==> src/rtl/dac_sink_pkg.sv <==
// Shared types and sample conversion for the serial DAC sink.
package dac_sink_pkg;

    typedef enum logic [1:0] {IDLE, PRIME, RUN} ctl_state_t;
    typedef enum logic [1:0] {F_IDLE, F_LOW, F_HIGH, F_TAIL} frm_state_t;

    // Round-half-up to db bits, clamp positive overflow, optionally flip MSB to offset binary.
    function automatic logic [63:0] q31_to_dac(input logic [63:0] x, input int dw,
                                               input int db, input bit ob);
        logic [63:0] mask;
        logic [63:0] sum;
        logic [63:0] w;
        mask = (64'd1 << dw) - 64'd1;
        sum  = (x + (64'd1 << (dw - db - 1))) & mask;
        if (!x[dw-1] && sum[dw-1])
            w = (64'd1 << (db - 1)) - 64'd1;
        else
            w = sum >> (dw - db);
        w = w & ((64'd1 << db) - 64'd1);
        if (ob)
            w = w ^ (64'd1 << (db - 1));
        return w;
    endfunction

endpackage

==> src/rtl/sync_fifo.sv <==
// Single-clock FIFO with registered storage, combinational head read and occupancy count.
module sync_fifo #(
    parameter int W     = 16,
    parameter int DEPTH = 8,
    parameter int LW    = $clog2(DEPTH) + 1
) (
    input  logic          clk,
    input  logic          rst_n,
    input  logic          push_i,
    input  logic [W-1:0]  wr_dat_i,
    input  logic          pop_i,
    output logic [W-1:0]  rd_dat_o,
    output logic [LW-1:0] level_o
);
    localparam int AW = $clog2(DEPTH);

    logic [W-1:0]  mem_q [DEPTH];
    logic [AW-1:0] wr_q, rd_q;
    logic [LW-1:0] level_q, level_d;

    always_comb begin
        level_d = level_q;
        case ({push_i, pop_i})
            2'b10:   level_d = level_q + LW'(1);
            2'b01:   level_d = level_q - LW'(1);
            default: level_d = level_q;
        endcase
    end

    always_ff @(posedge clk) begin
        if (push_i)
            mem_q[wr_q] <= wr_dat_i;
    end

    always_ff @(posedge clk or negedge rst_n) begin
        if (!rst_n) begin
            wr_q    <= '0;
            rd_q    <= '0;
            level_q <= '0;
        end else begin
            if (push_i)
                wr_q <= wr_q + AW'(1);
            if (pop_i)
                rd_q <= rd_q + AW'(1);
            level_q <= level_d;
        end
    end

    assign rd_dat_o = mem_q[rd_q];
    assign level_o  = level_q;

endmodule

==> src/rtl/dac_spi_sink.sv <==
// AXI-Stream Q1.31 sink feeding a serial DAC: converts on write, buffers, and sends one
// SPI frame per sample tick; its fixed output rate is the upstream back-pressure.
module dac_spi_sink
    import dac_sink_pkg::*;
#(
    parameter int DATA_WIDTH    = 32,
    parameter int DAC_BITS      = 16,
    parameter int FIFO_DEPTH    = 8,
    parameter int CLK_DIV       = 2,
    parameter int SAMPLE_PERIOD = 80,
    parameter int OFFSET_BINARY = 1
) (
    input  logic                          clk,
    input  logic                          rst_n,
    input  logic [DATA_WIDTH-1:0]         s_axis_tdata,
    input  logic                          s_axis_tvalid,
    output logic                          s_axis_tready,
    input  logic                          enable,
    output logic                          dac_sclk,
    output logic                          dac_mosi,
    output logic                          dac_cs_n,
    output logic [$clog2(FIFO_DEPTH):0]   fifo_level,
    output logic [15:0]                   underrun_cnt
);
    localparam int LW  = $clog2(FIFO_DEPTH) + 1;
    localparam int CW  = $clog2(SAMPLE_PERIOD);
    localparam int DVW = (CLK_DIV > 1) ? $clog2(CLK_DIV) : 1;
    localparam int BW  = $clog2(DAC_BITS);
    localparam logic [DAC_BITS-1:0] IDLE_WORD = {(OFFSET_BINARY != 0), {(DAC_BITS-1){1'b0}}};

    ctl_state_t          ctl_q;
    frm_state_t          f_q;
    logic [CW-1:0]       cnt_q;
    logic                stop_q, rdy_q;
    logic [15:0]         und_q;
    logic [DAC_BITS-1:0] last_q, sh_q;
    logic [DVW-1:0]      div_q;
    logic [BW-1:0]       bit_q;
    logic                sclk_q, mosi_q, cs_q;

    logic [DAC_BITS-1:0] wr_dat, rd_dat, load_word;
    logic [LW-1:0]       lvl;
    logic                push, pop, tick, div_end;

    assign wr_dat = DAC_BITS'(q31_to_dac(64'(s_axis_tdata), DATA_WIDTH, DAC_BITS,
                                         OFFSET_BINARY != 0));
    assign s_axis_tready = rdy_q && (lvl != LW'(FIFO_DEPTH));
    assign push      = s_axis_tvalid && s_axis_tready;
    assign tick      = (ctl_q == RUN) && enable && !stop_q && (cnt_q == '0);
    assign pop       = tick && (lvl != '0);
    assign load_word = (lvl != '0) ? rd_dat : last_q;
    assign div_end   = (div_q == DVW'(CLK_DIV - 1));

    sync_fifo #(.W(DAC_BITS), .DEPTH(FIFO_DEPTH), .LW(LW)) u_fifo (
        .clk      (clk),
        .rst_n    (rst_n),
        .push_i   (push),
        .wr_dat_i (wr_dat),
        .pop_i    (pop),
        .rd_dat_o (rd_dat),
        .level_o  (lvl)
    );

    // Once a stop is requested the tick counter keeps running but ticks are masked until IDLE.
    always_ff @(posedge clk or negedge rst_n) begin
        if (!rst_n) begin
            ctl_q  <= IDLE;
            cnt_q  <= '0;
            stop_q <= 1'b0;
            rdy_q  <= 1'b0;
            und_q  <= '0;
            last_q <= IDLE_WORD;
        end else begin
            rdy_q <= 1'b1;
            case (ctl_q)
                IDLE: if (enable) ctl_q <= PRIME;
                PRIME: begin
                    if (!enable) begin
                        ctl_q <= IDLE;
                    end else if (lvl >= LW'(FIFO_DEPTH / 2)) begin
                        ctl_q  <= RUN;
                        cnt_q  <= '0;
                        stop_q <= 1'b0;
                    end
                end
                RUN: begin
                    cnt_q <= (cnt_q == CW'(SAMPLE_PERIOD - 1)) ? '0 : cnt_q + CW'(1);
                    if (!enable || stop_q) begin
                        stop_q <= 1'b1;
                        if (f_q == F_IDLE) begin
                            ctl_q  <= IDLE;
                            stop_q <= 1'b0;
                        end
                    end
                end
                default: ctl_q <= IDLE;
            endcase
            if (tick) begin
                last_q <= load_word;
                if (lvl == '0 && und_q != 16'hFFFF)
                    und_q <= und_q + 16'd1;
            end
        end
    end

    always_ff @(posedge clk or negedge rst_n) begin
        if (!rst_n) begin
            f_q    <= F_IDLE;
            div_q  <= '0;
            bit_q  <= '0;
            sh_q   <= '0;
            sclk_q <= 1'b0;
            mosi_q <= 1'b0;
            cs_q   <= 1'b1;
        end else if (tick) begin
            f_q    <= F_LOW;
            div_q  <= '0;
            bit_q  <= BW'(DAC_BITS - 1);
            sh_q   <= load_word;
            mosi_q <= load_word[DAC_BITS-1];
            cs_q   <= 1'b0;
            sclk_q <= 1'b0;
        end else begin
            case (f_q)
                F_LOW: begin
                    div_q <= div_end ? '0 : div_q + DVW'(1);
                    if (div_end) begin
                        sclk_q <= 1'b1;
                        f_q    <= F_HIGH;
                    end
                end
                F_HIGH: begin
                    div_q <= div_end ? '0 : div_q + DVW'(1);
                    if (div_end) begin
                        sclk_q <= 1'b0;
                        if (bit_q == '0) begin
                            f_q <= F_TAIL;
                        end else begin
                            bit_q  <= bit_q - BW'(1);
                            sh_q   <= sh_q << 1;
                            mosi_q <= sh_q[DAC_BITS-2];
                            f_q    <= F_LOW;
                        end
                    end
                end
                F_TAIL: begin
                    div_q <= div_end ? '0 : div_q + DVW'(1);
                    if (div_end) begin
                        cs_q   <= 1'b1;
                        mosi_q <= 1'b0;
                        f_q    <= F_IDLE;
                    end
                end
                default: f_q <= F_IDLE;
            endcase
        end
    end

    assign dac_sclk     = sclk_q;
    assign dac_mosi     = mosi_q;
    assign dac_cs_n     = cs_q;
    assign fifo_level   = lvl;
    assign underrun_cnt = und_q;

endmodule

==> config.mk <==
export PLATFORM = sky130hd
export DESIGN_NAME = dac_spi_sink
export DESIGN_NICKNAME = d
export VERILOG_FILES = /design/src/rtl/dac_sink_pkg.sv /design/src/rtl/sync_fifo.sv /design/src/rtl/dac_spi_sink.sv
export SDC_FILE = /design/constraint.sdc
export NUM_CORES = 1
export LEC_CHECK = 0
export BUFFER_PORTS_ARGS = -buffer_cell sky130_fd_sc_hd__clkbuf_2
export CORE_MARGIN = 8
export CORE_UTILIZATION = 35
export CTS_CLUSTER_SIZE = 8
export DETAILED_ROUTE_END_ITERATION = 10
export SYNTH_ARGS = -nofsm -noshare
export SYNTH_HDL_FRONTEND = slang
export SYNTH_SLANG_ARGS = --single-unit
export TNS_END_PERCENT = 50
==> constraint.sdc <==
create_clock -name clk -period 3.3 [get_ports clk]
set_input_delay 0.495 -clock clk [delete_from_list [all_inputs] [get_ports clk]]
set_output_delay 0.495 -clock clk [all_outputs]
set_load 0.02 [all_outputs]
# Word level (Yosys, flattened, before mapping)
# Memories as Yosys holds them, arrays and structs flattened.
# Cells that the tools add are included.
[totals]
register_bits = 78
latchBits = 0
mem_bits_rw = 128
rom_bits = 0
inputBits = 36
output_inout_bits = 24
word_cells = 132
mem_count = 1
[memory_table]
columns = ["memory", "words", "width", "rd", "rd_clocked_by_memory_dff", "wr", "line", "source"]
rows = [
  ["u_fifo.mem_q", 8, 16, 1, 0, 1, "sync_fifo.sv:17", "logic [W-1:0] mem_q [DEPTH];"],
]
[op_classes]
addsub = 9
multipliers = 0
n_div = 0
n_lt_le_gt_ge = 1
eq_ne = 21
shift = 0
mux = 47
bitwise = 1
n_reduce_logical = 36
[op_table]
columns = ["op", "n"]
rows = [
  ["15-bit two-way mux", 4],
  ["32-bit by 16-bit adder with 32-bit output, second input constant", 1],
  ["16-bit two-way mux", 2],
  ["7-bit two-way mux", 3],
  ["2-bit two-way mux", 10],
  ["1-bit two-way mux", 17],
  ["16-bit by 1-bit adder with 16-bit output, second input constant", 1],
  ["4-bit two-way mux", 4],
  ["16-bit inequality test, second input constant", 1],
  ["3-bit inequality test, second input constant", 5],
  ["7-bit case mux with 2 select lines", 1],
  ["2-bit case mux with 3 select lines", 2],
  ["3-bit AND reduction", 4],
  ["4-bit AND reduction", 3],
  ["2-bit nonzero test", 6],
  ["2-bit equality test, second input constant", 4],
  ["1-bit logical AND", 8],
  ["4-bit logical NOT", 2],
  ["2-bit inequality test, second input constant", 4],
  ["4-bit case mux with 2 select lines", 1],
  ["4-bit by 1-bit subtractor with 4-bit output, second input constant", 2],
  ["7-bit by 1-bit adder with 7-bit output, second input constant", 1],
  ["7-bit equality test, second input constant", 1],
  ["7-bit logical NOT", 1],
  ["other kinds (16)", 27],
]

# Logic depth before layout (Yosys ltp)
[depth]
word_depth = 7
mapped_depth = 12
mapped_depth_nobuf = 12

# Modules after synthesis
# A second synthesis with hierarchy kept.
[unflattened]
hier_cells = 629
hier_area_um2 = 9117.5
[modules_own_cells]
columns = ["mod", "instances", "cells_per_inst", "area_per_inst_um2"]
rows = [
  ["sync_fifo", 1, 237, 5461.5],
  ["dac_spi_sink", 1, 392, 3656.0],
]

# Least setup slack after synthesis
# No wires, ideal clock.
[synth_timing]
path_type = "register -> register"
start = "reg u_fifo.level_q[1] (netlist: u_fifo.level_o[1])"
end = "mem u_fifo.mem_q[0][0] (enable)"
setup_time_ps = 409
arrival_ps = 2539
slack_ps = 352
stages_incl_launch_ff = 6
n_path_buf = 1
cell_sequence = "dfrtp_1 -> clkbuf_1 -> o41a_1 -> and2_1 -> nand2b_1 -> nor3_1"
[synth_between]
elab_chain_cells = 5
[synth_rtl]
columns = ["item", "line", "source"]
rows = [
  ["start, declared", "sync_fifo.sv:19", "logic [LW-1:0] level_q, level_d;"],
  ["start signal, assigned", "sync_fifo.sv:45", "level_q <= level_d;"],
  ["4-bit inequality test", "dac_spi_sink.sv:47", "assign s_axis_tready = rdy_q && (lvl != LW'(FIFO_DEPTH));"],
  ["1-bit logical AND", "dac_spi_sink.sv:47", ""],
  ["named net s_axis_tready", "dac_spi_sink.sv:17", "output logic s_axis_tready,"],
  ["1-bit logical AND", "dac_spi_sink.sv:48", "assign push = s_axis_tvalid && s_axis_tready;"],
  ["1-bit two-way mux", "sync_fifo.sv:31", "if (push_i)"],
  ["1-bit two-way mux (not written as such)", "sync_fifo.sv:32", "mem_q[wr_q] <= wr_dat_i;"],
  ["end, declared", "sync_fifo.sv:17", ""],
]
# The timed path passes the listed nets, and every way through them passes these cells.

# Worst setup path after layout
[layout_timing]
start = "reg cnt_q[0]"
end = "reg u_fifo.level_q[2] (netlist: u_fifo.level_o[2])"
[layout_between]
elab_chain_cells = 5
word_cells_on_any_way = 7
[layout_rtl]
columns = ["item", "line", "source"]
rows = [
  ["start, declared", "dac_spi_sink.sv:33", "logic [CW-1:0] cnt_q;"],
  ["start signal, assigned", "dac_spi_sink.sv:87", "cnt_q <= (cnt_q == CW'(SAMPLE_PERIOD - 1)) ? '0 : cnt_q + CW'(1);"],
  ["7-bit logical NOT (*)", "dac_spi_sink.sv:49", "assign tick = (ctl_q == RUN) && enable && !stop_q && (cnt_q == '0);"],
  ["1-bit logical AND (*)", "dac_spi_sink.sv:49", ""],
  ["1-bit logical AND (*)", "dac_spi_sink.sv:50", "assign pop = tick && (lvl != '0);"],
  ["named net pop", "dac_spi_sink.sv:43", "logic push, pop, tick, div_end;"],
  ["2-bit by 1-bit equality test with 1-bit output or 2-bit equality test (tied branches)", "sync_fifo.sv:23", "case ({push_i, pop_i})"],
  ["4-bit case mux with 2 select lines or 2-bit nonzero test (tied branches)", "--", ""],
]
# Mark *: on every way through the listed nets, which the timed path passes. The rest lies on a longest branch.
# A chain may end at the register's enable or synchronous reset.

==> flow_summary.html <==
<table>
<tr><th>Metric</th><th>Value</th></tr>
<tr><th colspan="2">Setup path</th></tr>
<tr><td>Arrival time worst endpoint</td><td>3.23 ns</td></tr>
<tr><td>Worst setup path category</td><td>flop to flop</td></tr>
<tr><td>Worst Setup End Kind</td><td>flop</td></tr>
<tr><td>Critical-path cell with the highest stage delay</td><td>dfrtp_1</td></tr>
<tr><td>CP cell instances</td><td>inv_1 &gt; ha_1 &gt; nor4bb_1 &gt; nand4_1 &gt; nor2_1 &gt; ha_1 &gt; xor2_1 &gt; ha_1 &gt; a21oi_1 &gt; xor2_1 &gt; nor2_1 &gt; xor2_1</td></tr>
<tr><td>Required time of the critical path</td><td>3.71 ns</td></tr>
<tr><td>Maximum single-stage delay on the critical path</td><td>0.41 ns</td></tr>
<tr><td>Crit-path max FO</td><td>5</td></tr>
<tr><td>Startpoint class of the critical path</td><td>flop</td></tr>
<tr><th colspan="2">Logic synthesis</th></tr>
<tr><td>Net count after synthesis</td><td>693</td></tr>
<tr><td>Most frequently used flop master after synthesis</td><td>edfxtp_1</td></tr>
<tr><td>Xor/xnor cell area share of the yosys netlist</td><td>3.688%</td></tr>
<tr><td>Post-synthesis mux area share</td><td>10.51%</td></tr>
<tr><td>Share of the synthesized area in the top cell type</td><td>42.60%</td></tr>
<tr><td>Flip-flop and latch count after synthesis</td><td>206</td></tr>
<tr><td>Synthesized-area fraction occupied by ao, oa, aoi and oai cells</td><td>6.572%</td></tr>
<tr><td>Share of synthesized cell area in full adder, half adder and majority cells</td><td>2.219%</td></tr>
<tr><td>Async set-reset flop share out of synthesis</td><td>37.86%</td></tr>
<tr><td>Cell taking the most area after synthesis</td><td>edfxtp_1</td></tr>
<tr><td>Fraction of the mapped netlist area in simple logic gates</td><td>10.55%</td></tr>
<tr><td>YS warnings</td><td>0</td></tr>
<tr><td>Cells taking the most area after synthesis</td><td>edfxtp_1, dfrtp_1, mux4_2</td></tr>
<tr><td>Share of synthesized area occupied by flip-flops and latches</td><td>64.25%</td></tr>
<tr><td>Post-Syn Area</td><td>0.009024 sq mm</td></tr>
<tr><td>Number of distinct library cell variants in the gate-level netlist after synthesis</td><td>51</td></tr>
<tr><td>EDFF count, synth</td><td>128</td></tr>
<tr><td>Post-synthesis average cell area</td><td>14.08 sq um</td></tr>
<tr><td>Main combinational cell family by area after synthesis</td><td>simple AND/OR/NAND/NOR gates</td></tr>
<tr><td>Post-synthesis cell count</td><td>641</td></tr>
<tr><th colspan="2">Floorplanning</th></tr>
<tr><td>Initial Util</td><td>35.73%</td></tr>
<tr><td>Horizontal die dimension</td><td>176.6 um</td></tr>
<tr><td>I/O pins</td><td>60</td></tr>
<tr><td>Core region area</td><td>0.02525 sq mm</td></tr>
<tr><td>Standard-cell rows</td><td>58</td></tr>
<tr><td>Die Footprint</td><td>0.03118 sq mm</td></tr>
<tr><td>Overall die height</td><td>176.6 um</td></tr>
<tr><th colspan="2">GRT</th></tr>
<tr><td>Wire length of the first global-routing pass</td><td>29,170 um</td></tr>
<tr><td>Number of global-route vias before repair</td><td>5,374</td></tr>
<tr><td>Pin count of the biggest net entering global routing</td><td>79</td></tr>
<tr><td>Tot GR Track Use</td><td>11.64%</td></tr>
<tr><td>Number of antenna violations at the first check in global routing</td><td>0</td></tr>
<tr><td>Residual overflow from global routing</td><td>0</td></tr>
<tr><th colspan="2">Run status</th></tr>
<tr><td>Status</td><td>finished clean</td></tr>
<tr><th colspan="2">Clock tree</th></tr>
<tr><td>Clock Sink Count</td><td>206</td></tr>
<tr><td>Number of buffers added by the clock tree synthesis step</td><td>29</td></tr>
<tr><td>Level count of the clock H-tree</td><td>1</td></tr>
<tr><td>Post-cts gate resize count</td><td>0</td></tr>
<tr><td>Clock root buffer</td><td>clkbuf_16</td></tr>
<tr><td>Clk slew on worst S/H paths</td><td>0.05 ns</td></tr>
<tr><td>Hold-fix buffers at CTS</td><td>0</td></tr>
<tr><td>Clock tree from TritonCTS</td><td>done</td></tr>
<tr><td>Post-CTS Setup Bufs</td><td>0</td></tr>
<tr><td>Clock insertion delay at the later pin of the skew report</td><td>0.54 ns</td></tr>
<tr><td>Maximum root-to-sink buffer count</td><td>3</td></tr>
<tr><th colspan="2">Pwr</th></tr>
<tr><td>Int Pwr</td><td>0.005733 W</td></tr>
<tr><td>Net Switching</td><td>0.002287 W</td></tr>
<tr><td>Peak ir drop on the vdd network</td><td>0.0005362 V</td></tr>
<tr><td>Static leakage</td><td>4.042 nW</td></tr>
<tr><td>Power per Cell Area</td><td>761.5 mW/mm^2</td></tr>
<tr><td>Combinational fraction of design power</td><td>21.8%</td></tr>
<tr><td>Sw frac</td><td>28.52%</td></tr>
<tr><td>Sequential cell fraction of total power</td><td>44.2%</td></tr>
<tr><td>Clock power frac</td><td>34.0%</td></tr>
<tr><th colspan="2">Cells and area</th></tr>
<tr><td>Design Area, Final</td><td>0.01053 sq mm</td></tr>
<tr><td>Multi-input gate area in the final layout</td><td>0.003040 sq mm</td></tr>
<tr><td>Layout overhead on the synthesized area</td><td>16.72%</td></tr>
<tr><td>Share of post-route cells with drive strength above 1</td><td>19.34%</td></tr>
<tr><td>Sequential standard cell area</td><td>0.005799 sq mm</td></tr>
<tr><td># diodes</td><td>0</td></tr>
<tr><td>Nets@finish</td><td>758</td></tr>
<tr><td>Fill cell total of the finished layout</td><td>2,329</td></tr>
<tr><th colspan="2">Timing</th></tr>
<tr><td>Least-Margin Pin Slew</td><td>0.9969 ns</td></tr>
<tr><td>Highest Clock Rate</td><td>355.2 MHz</td></tr>
<tr><td>Final number of max-transition violations</td><td>0</td></tr>
<tr><td>Setup repair after global routing missed its margin</td><td>false</td></tr>
<tr><td>Accumulated negative setup slack</td><td>0 ns</td></tr>
<tr><td>Final count of hold timing violations</td><td>0</td></tr>
<tr><td>Clk_skew</td><td>0.006678 ns</td></tr>
<tr><td>Final Critical Period</td><td>2.816 ns</td></tr>
<tr><td>Post-route fraction of the period consumed by the critical path</td><td>85.32%</td></tr>
<tr><td>Worst relative slew slack</td><td>33.54%</td></tr>
<tr><td>Final-report setup violation count</td><td>0</td></tr>
<tr><th colspan="2">Placement</th></tr>
<tr><td>Placed wire-length estimate after detailed placement</td><td>11,080 um</td></tr>
<tr><td>Number of port buffers</td><td>44</td></tr>
<tr><td>Last weighted congestion value of the routability-driven placer</td><td>0.7683</td></tr>
<tr><td>Cell area after placement</td><td>0.009687 sq mm</td></tr>
<tr><th colspan="2">Detailed routing</th></tr>
<tr><td>Vias post-DR</td><td>5,268</td></tr>
<tr><td>Detailed-route DRC error count</td><td>0</td></tr>
<tr><td>Violation count after the first detailed-route iteration</td><td>240</td></tr>
<tr><td>Final routed wire length divided by cell count</td><td>16.79 um</td></tr>
<tr><td>Drt via density</td><td>4.975</td></tr>
<tr><td>Final wirelength</td><td>17,780 um</td></tr>
<tr><td>Initial DRT Pass Iterations</td><td>6</td></tr>
<tr><td>Antenna Violating Nets Remaining</td><td>0</td></tr>
<tr><th colspan="2">Run</th></tr>
<tr><td>Number of violations of the max-capacitance limit</td><td>0</td></tr>
<tr><th colspan="2">Hold path</th></tr>
<tr><td>Hold WC Path Type</td><td>primary input to async pin</td></tr>
</table>
==> placed cells by master (no fill, tap or decap), types with 12 or more instances in the layout <==
cell	count
a21o_1	16
buf_4	19
clkbuf_1	23
clkbuf_16	29
clkbuf_2	43
dfrtp_1	75
edfxtp_1	128
ha_1	16
inv_1	15
mux2i_1	16
mux4_2	32
nand2_1	61
nand3_1	28
nand4_1	15
nor2_1	40
o21ai_0	31
o22a_1	14
xnor2_1	26
xor2_1	12
==> critical path: cells and delay by family (launching register included) <==
| family | cells | cell delay [ns] |
|---|---|---|
| AO/OA/AOI/OAI | 1 | 0.15 |
| XOR/XNOR | 3 | 0.40 |
| adder cells (fa/ha/maj) | 3 | 0.65 |
| flip-flops | 1 | 0.41 |
| buffers and inverters | 1 | 0.07 |
| AND/OR/NAND/NOR | 4 | 1.01 |
==> power groups by stage <==
stage               clock (W)  sequential [W]  combinational, W
detailed placement          0         0.00360           0.00178
CTS                   0.00280         0.00355           0.00179
finish                0.00273         0.00355           0.00175
global route          0.00292         0.00361           0.00193
floorplan                   0         0.00344           0.00140
global placement            0         0.00359           0.00176
==> sequential cells by signal (all words and copies together) (netlist names), 3 cells and up <==
register and cells:
bit_q 4, cnt_q 7, last_q 16, sh_q 15
u_fifo.level_o 4, u_fifo.mem_q 128, u_fifo.rd_q 3, u_fifo.wr_q 3
underrun_cnt 16
==> cell usage after synthesis (4+ instances only) <==
library cell  number
xnor2_1           26
nor3b_1            4
xor2_1            12
ha_1              16
inv_1             15
nand3_1           28
mux2i_1           16
and4_1             4
o21ai_0           31
nand4_1           15
buf_2              6
a21o_1            16
nor2_1            40
nor3_1             7
and3_1            11
edfxtp_1         128
nand2b_1           7
o22a_1            14
clkbuf_1          18
a21oi_1           11
mux4_2            32
nand2_1           61
mux2_2             6
dfrtp_1           76
==> cell families (layout without fill, tap and decap cells) <==
logic type                 Yosys count  count (layout)
AOI/OAI and AO/OA                   88              88
xor gates and xnor gates            38              38
adders and majority gates           16              16
buffers and inverters               44             132
DFF                                206             206
muxes                               54              54
other                                1               1
and+or+nand+nor                    194             194
==> cell type report <==
type | instances | share of cell area (%)
flip-flops and latches | 206 | 55.06
inverters | 15 | 0.5346
multi-input cells | 391 | 28.87
well taps | 330 | 3.920
repair buffers | 63 | 3.588
clock buffers | 53 | 7.840
clock inverters | 1 | 0.1901
==> layer usage <==
layer | global-route usage, % | wire length (um) | vias to the layer above
li1 | - | - | 2529
met1 | 15.57 | 8196 | 2612
met2 | 18.77 | 8216 | 95
met3 | 2.521 | 1008 | 32
met4 | 3.327 | 361 | 0
met5 | 0 | 0 | -
==> stage by stage <==
step	total power [W]	cells	setup slack, ns	util [%]	hold slack [ns]
3_5_place_dp	0.005378	1005	0.4735	38.36	0.4434
3_3_place_gp	0.005348	1005	0.5251	38.36	0.4423
4_1_cts	0.008140	1059	0.4488	41.71	0.1517
2_1_floorplan	0.004841	641	0.3519	-	0.1994
5_1_grt	0.008461	1059	0.1315	41.71	0.2016
6_report	0.008020	1059	0.4845	41.71	0.1055
==> worst paths after layout <==
kind | startpoint | endpoint | slack [ns] | cells after the start
hold / removal | rst_n | cnt_q[4] | 0.11 | 1
setup / recovery | cnt_q[0] | u_fifo.level_o[2] | 0.48 | 12
min in group clk | enable | stop_q | 0.22 | 2
setup reg to reg | cnt_q[0] | u_fifo.level_o[2] | 0.48 | 12
max in group asynchronous | rst_n | u_fifo.rd_q[1] | 2.49 | 1
hold reg to reg | last_q[15] | last_q[15] | 0.45 | 2
Note: power is estimated with default switching activity, not from simulation.
